--- config.mk ---
export PLATFORM = sky130hd
export DESIGN_NAME = nvram_upload_flat
export DESIGN_NICKNAME = d
export VERILOG_FILES = /design/src/rtl/nvram_upload_pkg.sv /design/src/rtl/nvram_upload_if.sv /design/src/rtl/nvram_upload_fifo.sv /design/src/rtl/nvram_upload.sv /design/src/flat_wrapper.sv
export SDC_FILE = /design/constraint.sdc
export NUM_CORES = 1
export LEC_CHECK = 0
export CELL_PAD_IN_SITES_DETAIL_PLACEMENT = 0
export CELL_PAD_IN_SITES_GLOBAL_PLACEMENT = 2
export CORE_ASPECT_RATIO = 0.5
export CORE_MARGIN = 2
export CORE_UTILIZATION = 35
export CTS_CLUSTER_DIAMETER = 200
export DETAILED_ROUTE_END_ITERATION = 8
export MAX_ROUTING_LAYER = met4
export PLACE_DENSITY = 0.84
export SYNTH_ARGS = -nofsm -noshare
export SYNTH_HDL_FRONTEND = slang
export SYNTH_SLANG_ARGS = --single-unit
--- constraint.sdc ---
create_clock -name clk_sys -period 8.01 [get_ports clk_sys]
set_clock_uncertainty 0.15 [all_clocks]
set_input_delay 1.2015 -clock clk_sys [delete_from_list [all_inputs] [get_ports clk_sys]]
set_output_delay 1.2015 -clock clk_sys [all_outputs]
set_load 0.05 [all_outputs]
--- src/rtl/nvram_upload_pkg.sv ---
// nvram_upload_pkg: shared types and default sizing for the NVRAM upload path.
//   state_e         - upload controller states
//   DEF_ADDR_W      - default core RAM byte-address width
//   DEF_FIFO_DEPTH  - default staging FIFO depth (power of two, >= 4)
package nvram_upload_pkg;

   localparam int DEF_ADDR_W     = 12;
   localparam int DEF_FIFO_DEPTH = 8;

   typedef enum logic [2:0] {
      ST_IDLE,
      ST_FILL,
      ST_WAIT,
      ST_DRAIN,
      ST_DONE
   } state_e;

endpackage

--- src/rtl/nvram_upload_if.sv ---
// nvram_upload_if: host (data_io) and core-RAM signals of the NVRAM upload path.
//   host side : ioctl_upload, ioctl_rd, ioctl_din, start_addr, length
//   RAM side  : vblank, ram_addr, ram_rd, ram_q
//   master    : the host / RAM environment
//   slave     : the nvram_upload controller
interface nvram_upload_if
   import nvram_upload_pkg::*;
#(
   parameter int ADDR_W = DEF_ADDR_W
);

   logic              ioctl_upload;
   logic              ioctl_rd;
   logic [7:0]        ioctl_din;
   logic [ADDR_W-1:0] start_addr;
   logic [ADDR_W:0]   length;
   logic              vblank;
   logic [ADDR_W-1:0] ram_addr;
   logic              ram_rd;
   logic [7:0]        ram_q;

   modport master (
      output ioctl_upload, ioctl_rd, start_addr, length, vblank, ram_q,
      input  ioctl_din, ram_addr, ram_rd
   );

   modport slave (
      input  ioctl_upload, ioctl_rd, start_addr, length, vblank, ram_q,
      output ioctl_din, ram_addr, ram_rd
   );

endinterface

--- src/rtl/nvram_upload_fifo.sv ---
// upload_fifo: byte FIFO staging RAM data for the host.
//   clk_sys, reset_n - clock, async active-low reset
//   push, push_data  - write one byte (ignored when full without a pop)
//   pop              - drop the head entry (ignored when empty)
//   flush            - empty the FIFO; wins over push/pop
//   count            - current number of entries
//   head             - registered head byte, 8'hFF while empty
module upload_fifo
   import nvram_upload_pkg::*;
#(
   parameter  int DEPTH = DEF_FIFO_DEPTH,
   localparam int PW    = $clog2(DEPTH),
   localparam int CW    = PW + 1
) (
   input  logic          clk_sys,
   input  logic          reset_n,
   input  logic          push,
   input  logic [7:0]    push_data,
   input  logic          pop,
   input  logic          flush,
   output logic [CW-1:0] count,
   output logic [7:0]    head
);

   localparam logic [PW-1:0] PTR_ONE  = 1;
   localparam logic [CW-1:0] CNT_ONE  = 1;
   localparam logic [CW-1:0] FULL_CNT = CW'(DEPTH);

   logic [7:0]    mem_q [DEPTH];
   logic [PW-1:0] rd_ptr_q, rd_ptr_d;
   logic [PW-1:0] wr_ptr_q, wr_ptr_d;
   logic [CW-1:0] count_q, count_d;
   logic [7:0]    head_q, head_d;
   logic          do_push, do_pop, wr_en;

   always_comb begin
      do_pop   = pop && (count_q != '0);
      do_push  = push && ((count_q != FULL_CNT) || do_pop);
      wr_en    = do_push && !flush;
      rd_ptr_d = rd_ptr_q;
      wr_ptr_d = wr_ptr_q;
      count_d  = count_q;
      if (flush) begin
         rd_ptr_d = '0;
         wr_ptr_d = '0;
         count_d  = '0;
      end else begin
         if (do_pop)  rd_ptr_d = rd_ptr_q + PTR_ONE;
         if (do_push) wr_ptr_d = wr_ptr_q + PTR_ONE;
         case ({do_push, do_pop})
            2'b10:   count_d = count_q + CNT_ONE;
            2'b01:   count_d = count_q - CNT_ONE;
            default: count_d = count_q;
         endcase
      end
      // The new head may be the byte being written this very cycle
      // (push into empty, or push+pop with a single entry left).
      if (count_d == '0)
         head_d = 8'hFF;
      else if (wr_en && (rd_ptr_d == wr_ptr_q))
         head_d = push_data;
      else
         head_d = mem_q[rd_ptr_d];
   end

   always_ff @(posedge clk_sys or negedge reset_n) begin
      if (!reset_n) begin
         rd_ptr_q <= '0;
         wr_ptr_q <= '0;
         count_q  <= '0;
         head_q   <= 8'hFF;
      end else begin
         rd_ptr_q <= rd_ptr_d;
         wr_ptr_q <= wr_ptr_d;
         count_q  <= count_d;
         head_q   <= head_d;
      end
   end

   always_ff @(posedge clk_sys) begin
      if (wr_en) mem_q[wr_ptr_q] <= push_data;
   end

   assign count = count_q;
   assign head  = head_q;

endmodule

--- src/rtl/nvram_upload.sv ---
// nvram_upload: streams a window of core RAM to the host during an upload
// session, reading RAM only while vblank is high and staging bytes in a FIFO.
//   clk_sys, reset_n - clock, async active-low reset
//   bus (slave)      - host handshake and RAM read port
//   busy             - session fetching or draining
//   done             - all bytes handed to the host
//   underrun         - sticky: host read while FIFO empty and bytes still owed
//
// state    | meaning
// ---------+---------------------------------------------------------
// ST_IDLE  | no session; waiting for ioctl_upload rising edge
// ST_FILL  | issuing RAM reads while vblank high and FIFO has room
// ST_WAIT  | vblank low or FIFO reservation full; reads paused
// ST_DRAIN | all bytes fetched; host emptying the FIFO
// ST_DONE  | FIFO empty; waiting for ioctl_upload to fall
module nvram_upload
   import nvram_upload_pkg::*;
#(
   parameter int ADDR_W     = DEF_ADDR_W,
   parameter int FIFO_DEPTH = DEF_FIFO_DEPTH
) (
   input  logic           clk_sys,
   input  logic           reset_n,
   nvram_upload_if.slave  bus,
   output logic           busy,
   output logic           done,
   output logic           underrun
);

   localparam int CW = $clog2(FIFO_DEPTH) + 1;
   localparam logic [CW:0]       RESV_MAX = (CW + 1)'(FIFO_DEPTH);
   localparam logic [ADDR_W-1:0] PTR_ONE  = 1;
   localparam logic [ADDR_W:0]   REM_ONE  = 1;

   state_e            state_q, state_d;
   logic [ADDR_W-1:0] ptr_q, ptr_d;
   logic [ADDR_W-1:0] ram_addr_q, ram_addr_d;
   logic [ADDR_W:0]   remaining_q, remaining_d;
   logic              ram_rd_q, ram_rd_d;
   logic              rd_dly_q, rd_dly_d;
   logic              upload_q;
   logic              underrun_q, underrun_d;
   logic              busy_q, busy_d;
   logic              done_q, done_d;

   logic              fifo_push, fifo_flush;
   logic [CW-1:0]     fifo_count;
   logic [7:0]        fifo_head;

   logic              upl_rise, upl_fall, fill_or_wait, no_flight, resv_full, owed;
   logic [CW:0]       resv;

   upload_fifo #(.DEPTH(FIFO_DEPTH)) u_fifo (
      .clk_sys   (clk_sys),
      .reset_n   (reset_n),
      .push      (fifo_push),
      .push_data (bus.ram_q),
      .pop       (bus.ioctl_rd),
      .flush     (fifo_flush),
      .count     (fifo_count),
      .head      (fifo_head)
   );

   always_comb begin
      upl_rise     = bus.ioctl_upload && !upload_q;
      upl_fall     = !bus.ioctl_upload && upload_q;
      fill_or_wait = (state_q == ST_FILL) || (state_q == ST_WAIT);
      // ram_rd_q: read on the bus now; rd_dly_q: its data is being pushed now.
      no_flight    = !ram_rd_q && !rd_dly_q;
      resv         = {1'b0, fifo_count} + (CW + 1)'(ram_rd_q) + (CW + 1)'(rd_dly_q);
      resv_full    = (resv >= RESV_MAX);
      owed         = (remaining_q != '0) || !no_flight;

      state_d      = state_q;
      ptr_d        = ptr_q;
      ram_addr_d   = ram_addr_q;
      remaining_d  = remaining_q;
      ram_rd_d     = 1'b0;
      rd_dly_d     = ram_rd_q;
      underrun_d   = underrun_q;
      fifo_push    = rd_dly_q && fill_or_wait;
      fifo_flush   = 1'b0;

      if ((state_q != ST_IDLE) && upl_fall) begin
         state_d    = ST_IDLE;
         fifo_flush = 1'b1;
         fifo_push  = 1'b0;
         rd_dly_d   = 1'b0;
      end else begin
         if (fill_or_wait && owed && bus.ioctl_rd && (fifo_count == '0))
            underrun_d = 1'b1;
         case (state_q)
            ST_IDLE: begin
               if (upl_rise) begin
                  ptr_d       = bus.start_addr;
                  remaining_d = bus.length;
                  fifo_flush  = 1'b1;
                  underrun_d  = 1'b0;
                  state_d     = (bus.length == '0) ? ST_DONE : ST_FILL;
               end
            end
            ST_FILL: begin
               if ((remaining_q == '0) && no_flight) begin
                  state_d = ST_DRAIN;
               end else if (!bus.vblank || resv_full) begin
                  state_d = ST_WAIT;
               end else if (remaining_q != '0) begin
                  ram_rd_d    = 1'b1;
                  ram_addr_d  = ptr_q;
                  ptr_d       = ptr_q + PTR_ONE;
                  remaining_d = remaining_q - REM_ONE;
               end
            end
            ST_WAIT: begin
               if ((remaining_q == '0) && no_flight)
                  state_d = ST_DRAIN;
               else if (bus.vblank && !resv_full)
                  state_d = ST_FILL;
            end
            ST_DRAIN: begin
               if (fifo_count == '0) state_d = ST_DONE;
            end
            ST_DONE: begin
               state_d = ST_DONE;
            end
            default: state_d = ST_IDLE;
         endcase
      end

      busy_d = (state_d == ST_FILL) || (state_d == ST_WAIT) || (state_d == ST_DRAIN);
      done_d = (state_d == ST_DONE);
   end

   always_ff @(posedge clk_sys or negedge reset_n) begin
      if (!reset_n) begin
         state_q     <= ST_IDLE;
         ptr_q       <= '0;
         ram_addr_q  <= '0;
         remaining_q <= '0;
         ram_rd_q    <= 1'b0;
         rd_dly_q    <= 1'b0;
         // Reset as "high" so an ioctl_upload already high when reset lifts
         // is not mistaken for a new session start.
         upload_q    <= 1'b1;
         underrun_q  <= 1'b0;
         busy_q      <= 1'b0;
         done_q      <= 1'b0;
      end else begin
         state_q     <= state_d;
         ptr_q       <= ptr_d;
         ram_addr_q  <= ram_addr_d;
         remaining_q <= remaining_d;
         ram_rd_q    <= ram_rd_d;
         rd_dly_q    <= rd_dly_d;
         upload_q    <= bus.ioctl_upload;
         underrun_q  <= underrun_d;
         busy_q      <= busy_d;
         done_q      <= done_d;
      end
   end

   assign bus.ioctl_din = fifo_head;
   assign bus.ram_addr  = ram_addr_q;
   assign bus.ram_rd    = ram_rd_q;
   assign busy          = busy_q;
   assign done          = done_q;
   assign underrun      = underrun_q;

endmodule

--- src/flat_wrapper.sv ---
// flat-port wrapper written by rule: the top's interface ports become plain ports
module nvram_upload_flat import nvram_upload_pkg::*;
#(
   parameter int ADDR_W     = DEF_ADDR_W,
   parameter int FIFO_DEPTH = DEF_FIFO_DEPTH
)
  (clk_sys, reset_n, busy, done, underrun, bus_ioctl_upload, bus_ioctl_rd, bus_start_addr, bus_length, bus_vblank, bus_ram_q, bus_ioctl_din, bus_ram_addr, bus_ram_rd);
  nvram_upload_if #(.ADDR_W(ADDR_W)) bus_i ();
  input  logic clk_sys;
  input  logic reset_n;
  output logic busy;
  output logic done;
  output logic underrun;
  input wire logic [$bits(bus_i.ioctl_upload)-1:0] bus_ioctl_upload;
  input wire logic [$bits(bus_i.ioctl_rd)-1:0] bus_ioctl_rd;
  input wire logic [$bits(bus_i.start_addr)-1:0] bus_start_addr;
  input wire logic [$bits(bus_i.length)-1:0] bus_length;
  input wire logic [$bits(bus_i.vblank)-1:0] bus_vblank;
  input wire logic [$bits(bus_i.ram_q)-1:0] bus_ram_q;
  output wire logic [$bits(bus_i.ioctl_din)-1:0] bus_ioctl_din;
  output wire logic [$bits(bus_i.ram_addr)-1:0] bus_ram_addr;
  output wire logic [$bits(bus_i.ram_rd)-1:0] bus_ram_rd;
  assign bus_i.ioctl_upload = bus_ioctl_upload;
  assign bus_i.ioctl_rd = bus_ioctl_rd;
  assign bus_i.start_addr = bus_start_addr;
  assign bus_i.length = bus_length;
  assign bus_i.vblank = bus_vblank;
  assign bus_i.ram_q = bus_ram_q;
  assign bus_ioctl_din = bus_i.ioctl_din;
  assign bus_ram_addr = bus_i.ram_addr;
  assign bus_ram_rd = bus_i.ram_rd;
  nvram_upload #(.ADDR_W(ADDR_W), .FIFO_DEPTH(FIFO_DEPTH)) u_core (.clk_sys(clk_sys), .reset_n(reset_n), .bus(bus_i), .busy(busy), .done(done), .underrun(underrun));
endmodule
==> reports/qor.txt, run 1 <==
Outcome - completed
First-pass GRT wire length - 29830 um
Hold_buf cts - 0
Post-layout net count - 762
Clock Pin Slew Worst Setup and Hold Paths - 0.06 ns
Max incr delay on CP - 0.58 ns
Die area - 20950 um2
Setup TNS Final - 0 ns
Final hold vios - 0
Post-synth cell types - 68
Post-synth EDFFs - 64
Yosys top cell area share - 27.82%
Fmax - 237.7 MHz
Post-cts sizing count - 0
CP bufs+invs - 2
Largest net degree at the start of global routing - 65
Post-layout minimum cycle time - 4.207 ns
Most numerous cell in the Yosys netlist - a21oi_1
Hold Crit Class - reg -> reg
Fraction of layout cells with a size suffix above 1 - 11.13%
Critical Path Start Type - input port
Hold Crit Endpoint - u_core.bus.ram_addr[6]
Drt first pass iters - 5
DRC viols - 0
Psw - 1.427 mW
Total Routed Length - 18910 um
Total GRT Usage - 19.10%
Initial DRC count - 362
CP arrival - 4.39 ns
Root Driver - clkbuf_16
Switching Fraction - 43.24%
FF-to-FF path depth - 9
RSZ-0062 raised after global routing - no
Fill count - 1815
Worst R2R Start - u_core.u_fifo.rd_ptr_q[0]
Area Overhead vs Synth - 20.70%
Vias - 5533
Most common cell on crit path - mux2i_1
Ant diodes - 0
CP startpoint - bus_ioctl_rd
Core Area - 19410 um2
Die Span Y - 103.4 um
Min-delay src - u_core.bus.ram_addr[6]
CP Capture Type - flop
Warnings from Yosys - 0
Setup bufs post-CTS - 0
I/O Pins - 62
Reg-to-Reg End - u_core.u_fifo.head[0]
TritonCTS Buffers - 17
Mapped Nets - 719
Crit path cell chain - clkdlybuf4s50_1 > o41a_2 > buf_4 > and2_1 > ha_1 > a21o_1 > a21oi_1 > mux2i_1 > mux2i_1 > nor4_4 > a211o_1
Largest area contributor in the netlist - edfxtp_1
Synth Register Bits - 128
Total of max-cap violations - 0
# setup viols final - 0
Clock tree buffer depth - 2
Final GP Congestion - 0.8305
VDD IR max - 207.9 uV
Cell area power density - 395.6 nW/um2
Area of the mapped netlist - 6909 um2
Hold depth - 1
Worst-Skew Late Latency - 0.42 ns
Largest delay contributor family on the critical path - buffers and inverters
Final HPWL DP - 12530 um
I/O Buffers - 61
Post-synth top flop - edfxtp_1
Ys async rst share - 50.00%
Max Slew Vio Count - 0
LEAKAGE - 2.894 nW
Clock power frac - 23.2%
Clk sinks - 128
Vias in the first global route - 5288
Sequential power share - 30.3%
Top cells by count, synth - 95 x a21oi_1, 64 x edfxtp_1, 55 x dfrtp_1, 55 x nand2_1, 41 x a211oi_1
Post-DRT Antenna Nets - 0
Synth top area cells - edfxtp_1 28%, dfrtp_1 20%, a21oi_1 6.9%, a211oi_1 4.5%, mux2i_1 3.6%
Combinational Power Share - 46.5%
Flop2flop setup slack - 4.51 ns
Via density - 5.566
CTS tree - done
Horiz. Die Dim - 202.7 um
Avg Cell Area, Syn - 10.28 um2
Antenna violations before repair - 0
Max-slew headroom - 21.50%
CP required - 8.19 ns
Num rows - 36
Mapped Cells - 672
Seq/Total Area, Yosys - 51.16%
Tightest Pin Transition - 1.175 ns
Global route overflow - 0
Final Cycle Share - 52.53%
Initial Utilization - 35.59%
H-tree depth - 4
Power Internal - 1.873 mW
Wirelength per Cell - 19.03 um
Critical path type - in -> reg
Overall power - 3.299 mW
Crit path max fanout - 45
CP max stage cell - clkdlybuf4s50_1
through the flow:
stage	worst slack (ns)	hold WS (ns)	utilization [%]	std cells	instance area, um2
after floorplan	4.182	0.3291	-	672	6909
after global routing	3.608	0.3653	42.96	994	8339
after CTS	3.808	0.3397	42.96	994	8339
after detailed placement	3.378	0.3297	39.95	962	7755
after global placement	3.481	0.3204	39.95	962	7755
final	3.803	0.3355	42.96	994	8339
worst max path at each step:
stage / to / slack (ns) / depth (start not counted)
finish: u_core.u_fifo.head[0] / 3.80 / 11
global route: u_core.u_fifo.head[6] / 3.61 / 11
CTS: u_core.u_fifo.head[0] / 3.81 / 11
detailed placement: u_core.u_fifo.head[0] / 3.38 / 11
global placement: u_core.u_fifo.head[3] / 3.48 / 11
floorplan: u_core.u_fifo.head[0] / 4.18 / 11
worst reg2reg max path: stages (launching register included):
cell	delay, ns
dfrtp_1	0.35
buf_4	0.26
ha_1	0.73
buf_4	0.45
nor2b_1	0.10
a211oi_1	0.26
o21ai_0	0.11
a211oi_1	0.42
o22ai_1	0.24
a211o_1	0.35
flip-flops by register name, summed over array words and instances (netlist names):
register,count
u_core.underrun,1
u_core.u_fifo.count,4
u_core.state_q,3
u_core.bus.ram_addr,12
u_core.u_fifo.mem_q,64
u_core.busy,1
u_core.u_fifo.wr_ptr_q,3
u_core.ptr_q,12
u_core.bus.ram_rd,1
u_core.rd_dly_q,1
u_core.u_fifo.head,8
u_core.done,1
u_core.u_fifo.rd_ptr_q,3
u_core.upload_q,1
u_core.remaining_q,13
layer usage:
metal / GRT usage (%) / up-vias / share of wire, %
li1: - / 2649 / -
met1: 26.05 / 2730 / 48
met2: 29.64 / 137 / 46
met3: 3.133 / 17 / 4.5
met4: 5.503 / 0 / 1.3
met5: - / - / 0
cells by family after synthesis:
group                      share of synthesized area (%)
xor gates and xnor gates                           1.014
DFF                                                51.16
AOI/OAI and AO/OA                                  21.82
buffers and inverters                              3.749
adders and majority gates                          1.847
muxes                                              6.266
and+or+nand+nor                                    14.14
cell usage in the layout, fill, tap and decap left out, drive strengths merged, types with 4 or more instances in the layout:
cell type	netlist	final
nand2	56	56
nor2b	9	9
nor4	6	6
a21oi	95	95
dfrtp	55	55
ha	7	7
inv	11	15
mux2i	27	27
and3	4	4
clkinv	0	4
o211ai	8	8
clkbuf	39	18
nand3	13	13
a31oi	15	15
mux2	13	13
clkdlybuf4s50	0	60
nor3	20	20
nor3b	6	6
a211o	9	9
edfxtp	64	64
clkinvlp	0	4
o21ai	41	41
nor4b	9	9
a211oi	41	41
or3	9	9
nand2b	8	8
dfstp	9	9
buf	11	14
o22ai	19	19
nor2	29	29
layout make-up:
type / count / area [um2] / area share, %
clock buffer: 18 / 429.2 / 5.146
clock inverter: 14 / 155.1 / 1.860
inverter: 11 / 41.29 / 0.4951
multi-input combinational: 483 / 3143 / 37.69
sequential: 128 / 3535 / 42.39
tap: 266 / 332.8 / 3.991
timing repair buffer: 74 / 703.2 / 8.432
power by group through the flow:
stage	Sequential (mW)	Combinational (mW)	Clock, mW
after floorplan	1.15	0.953	0
after global placement	1.01	1.51	0
after detailed placement	1.01	1.53	0
after CTS	1.00	1.54	0.779
after global routing	1.02	1.68	0.810
final	0.999	1.53	0.765
(Power assumes the default switching activity.)
==> run 2, diff against run 1 <==
CORE_UTILIZATION = 34   (was 35)
PLACE_DENSITY = 0.85   (was 0.84)
clock period = 3.7 ns   (was 8.01 ns; I/O delays follow)
==> run 2 against run 1 <==
- core utilization rose by 0.59 points
- hold slack lost 0.15 ns
- critical endpoint is now u_core.u_fifo.head[6]
- clock-buffer cell count unchanged
- critical path type unchanged
- largest cell class unchanged
==> reports/qor.txt, run 2 (synthesis results as in run 1) <==
Post-layout net count - 790
Dpl ws - -0.07560 ns
Final setup margin - 0.3288 ns
Drt first pass iters - 5
LEAKAGE - 3.050 nW
Crit path max fanout - 8
Total of max-cap violations - 0
Clock Pin Slew Worst Setup and Hold Paths - 0.06 ns
Total Routed Length - 18950 um
CP Capture Type - flop
H-tree depth - 4
VDD IR max - 519.2 uV
Num rows - 36
Ant diodes - 0
Fmax - 296.6 MHz
Flop2flop setup slack - 0.47 ns
Initial Utilization - 35.10%
Util after Layout - 43.55%
Top Registers - u_core.u_fifo.mem_q x64, u_core.remaining_q x13
Core Area - 19680 um2
Setup bufs post-CTS - 0
Initial DRC count - 473
Final HPWL DP - 12650 um
Final hold vios - 0
Horiz. Die Dim - 205.6 um
Antenna violations before repair - 0
DRC viols - 0
Hold Crit Class - in -> async
Total GRT Usage - 19.00%
Global route overflow - 0
Largest net degree at the start of global routing - 47
Max FFs per register - 64
Worst-Skew Late Latency - 0.42 ns
Outcome - completed
RSZ-0062 raised after global routing - no
Final GP Congestion - 0.8589
Root Driver - clkbuf_16
CTS tree - done
Max Slew Vio Count - 0
# setup viols final - 0
Most frequent cells in the layout - 94 x a21oi_1, 64 x edfxtp_1, 60 x clkdlybuf4s50_1
CP startpoint - bus_ioctl_upload
Die Span Y - 104.8 um
Hold_buf cts - 0
I/O Pins - 62
Tightest Pin Transition - 1.065 ns
Critical Path Start Type - input port
Reg-to-Reg End - u_core.u_fifo.head[6]
FF-to-FF path depth - 11
Post-DRT Antenna Nets - 0
Post-layout minimum cycle time - 3.371 ns
Cell area power density - 857.8 nW/um2
Vias in the first global route - 5600
Area Overhead vs Synth - 24.07%
Wirelength per Cell - 18.54 um
Die area - 21550 um2
First-pass GRT wire length - 30710 um
Largest Register - u_core.u_fifo.mem_q
Max-slew headroom - 29.00%
Worst R2R Start - u_core.u_fifo.count[2]
Critical path type - in -> reg
I/O Buffers - 61
Post-cts sizing count - 0
CP required - 3.88 ns
Clk sinks - 128
Final Cycle Share - 91.11%
TritonCTS Buffers - 17
Commonest non-fill, non-tap cell in the layout - a21oi_1
Vias - 5607
CP arrival - 3.55 ns
Fraction of layout cells with a size suffix above 1 - 14.42%
Via density - 5.486
Worst setup path endpoint - u_core.u_fifo.head[6]
Clock tree buffer depth - 2
run 2: power breakdown:
part           internal, mW  leakage [nW]  total (mW)  switching (mW)
clock network          1.07         0.286        1.73           0.658
logic                  1.34          1.43        3.45            2.12
registers              1.84          1.33        2.17           0.332
total                  4.25          3.05        7.35            3.10
run 2: per-layer routing:
metal	GRT usage (%)	share of wire [%]	wire length, um	up-vias
met5	-	0	0	-
met2	30.04	48	9147	133
met1	24.91	45	8566	2760
met4	5.858	1.4	270	0
li1	-	-	-	2695
met3	3.369	5.1	967	19
run 2: area by class of cell:
type	count	area (um2)
clock buffers	18	429.2
fillers	1844	11110
flip-flops and latches	128	3535
multi-input cells	483	3143
clock inverters	14	177.7
well taps	266	332.8
repair buffers	102	913.4
inverters	11	41.29
run 2: critical path, stage by stage:
cell             delay [ns]
clkdlybuf4s50_1        0.48
and2b_4                0.19
or4_4                  0.48
and2_1                 0.19
ha_1                   0.27
a21o_1                 0.16
a21oi_1                0.19
mux2i_1                0.25
mux2i_1                0.20
buf_4                  0.14
nor4_4                 0.03
buf_4                  0.17
a211o_1                0.24
run 2: how the worst min path moves through the flow:
stage | from | end | cells past startpoint
6_report | reset_n | u_core.done | 1
5_1_grt | reset_n | u_core.done | 1
3_5_place_dp | u_core.bus.ram_addr[6] | u_core.bus.ram_addr[6] | 1
3_3_place_gp | u_core.bus.ram_addr[5] | u_core.bus.ram_addr[5] | 1
2_1_floorplan | reset_n | u_core.bus.ram_addr[0] | 0
4_1_cts | reset_n | u_core.done | 1
run 2: through the flow:
| step | total power, mW | cell area (um2) | hold slack [ns] | TNS, ns | cells |
|---|---|---|---|---|---|
| after floorplan | 4.558 | 6909 | 0.1094 | 0 | 672 |
| after global placement | 5.589 | 7965 | 0.3212 | -0.1963 | 990 |
| after detailed placement | 5.654 | 7965 | 0.3347 | -0.5531 | 990 |
| after CTS | 7.398 | 8572 | 0.2324 | 0 | 1022 |
| after global routing | 7.838 | 8572 | 0.2692 | 0 | 1022 |
| final | 7.353 | 8572 | 0.1823 | 0 | 1022 |
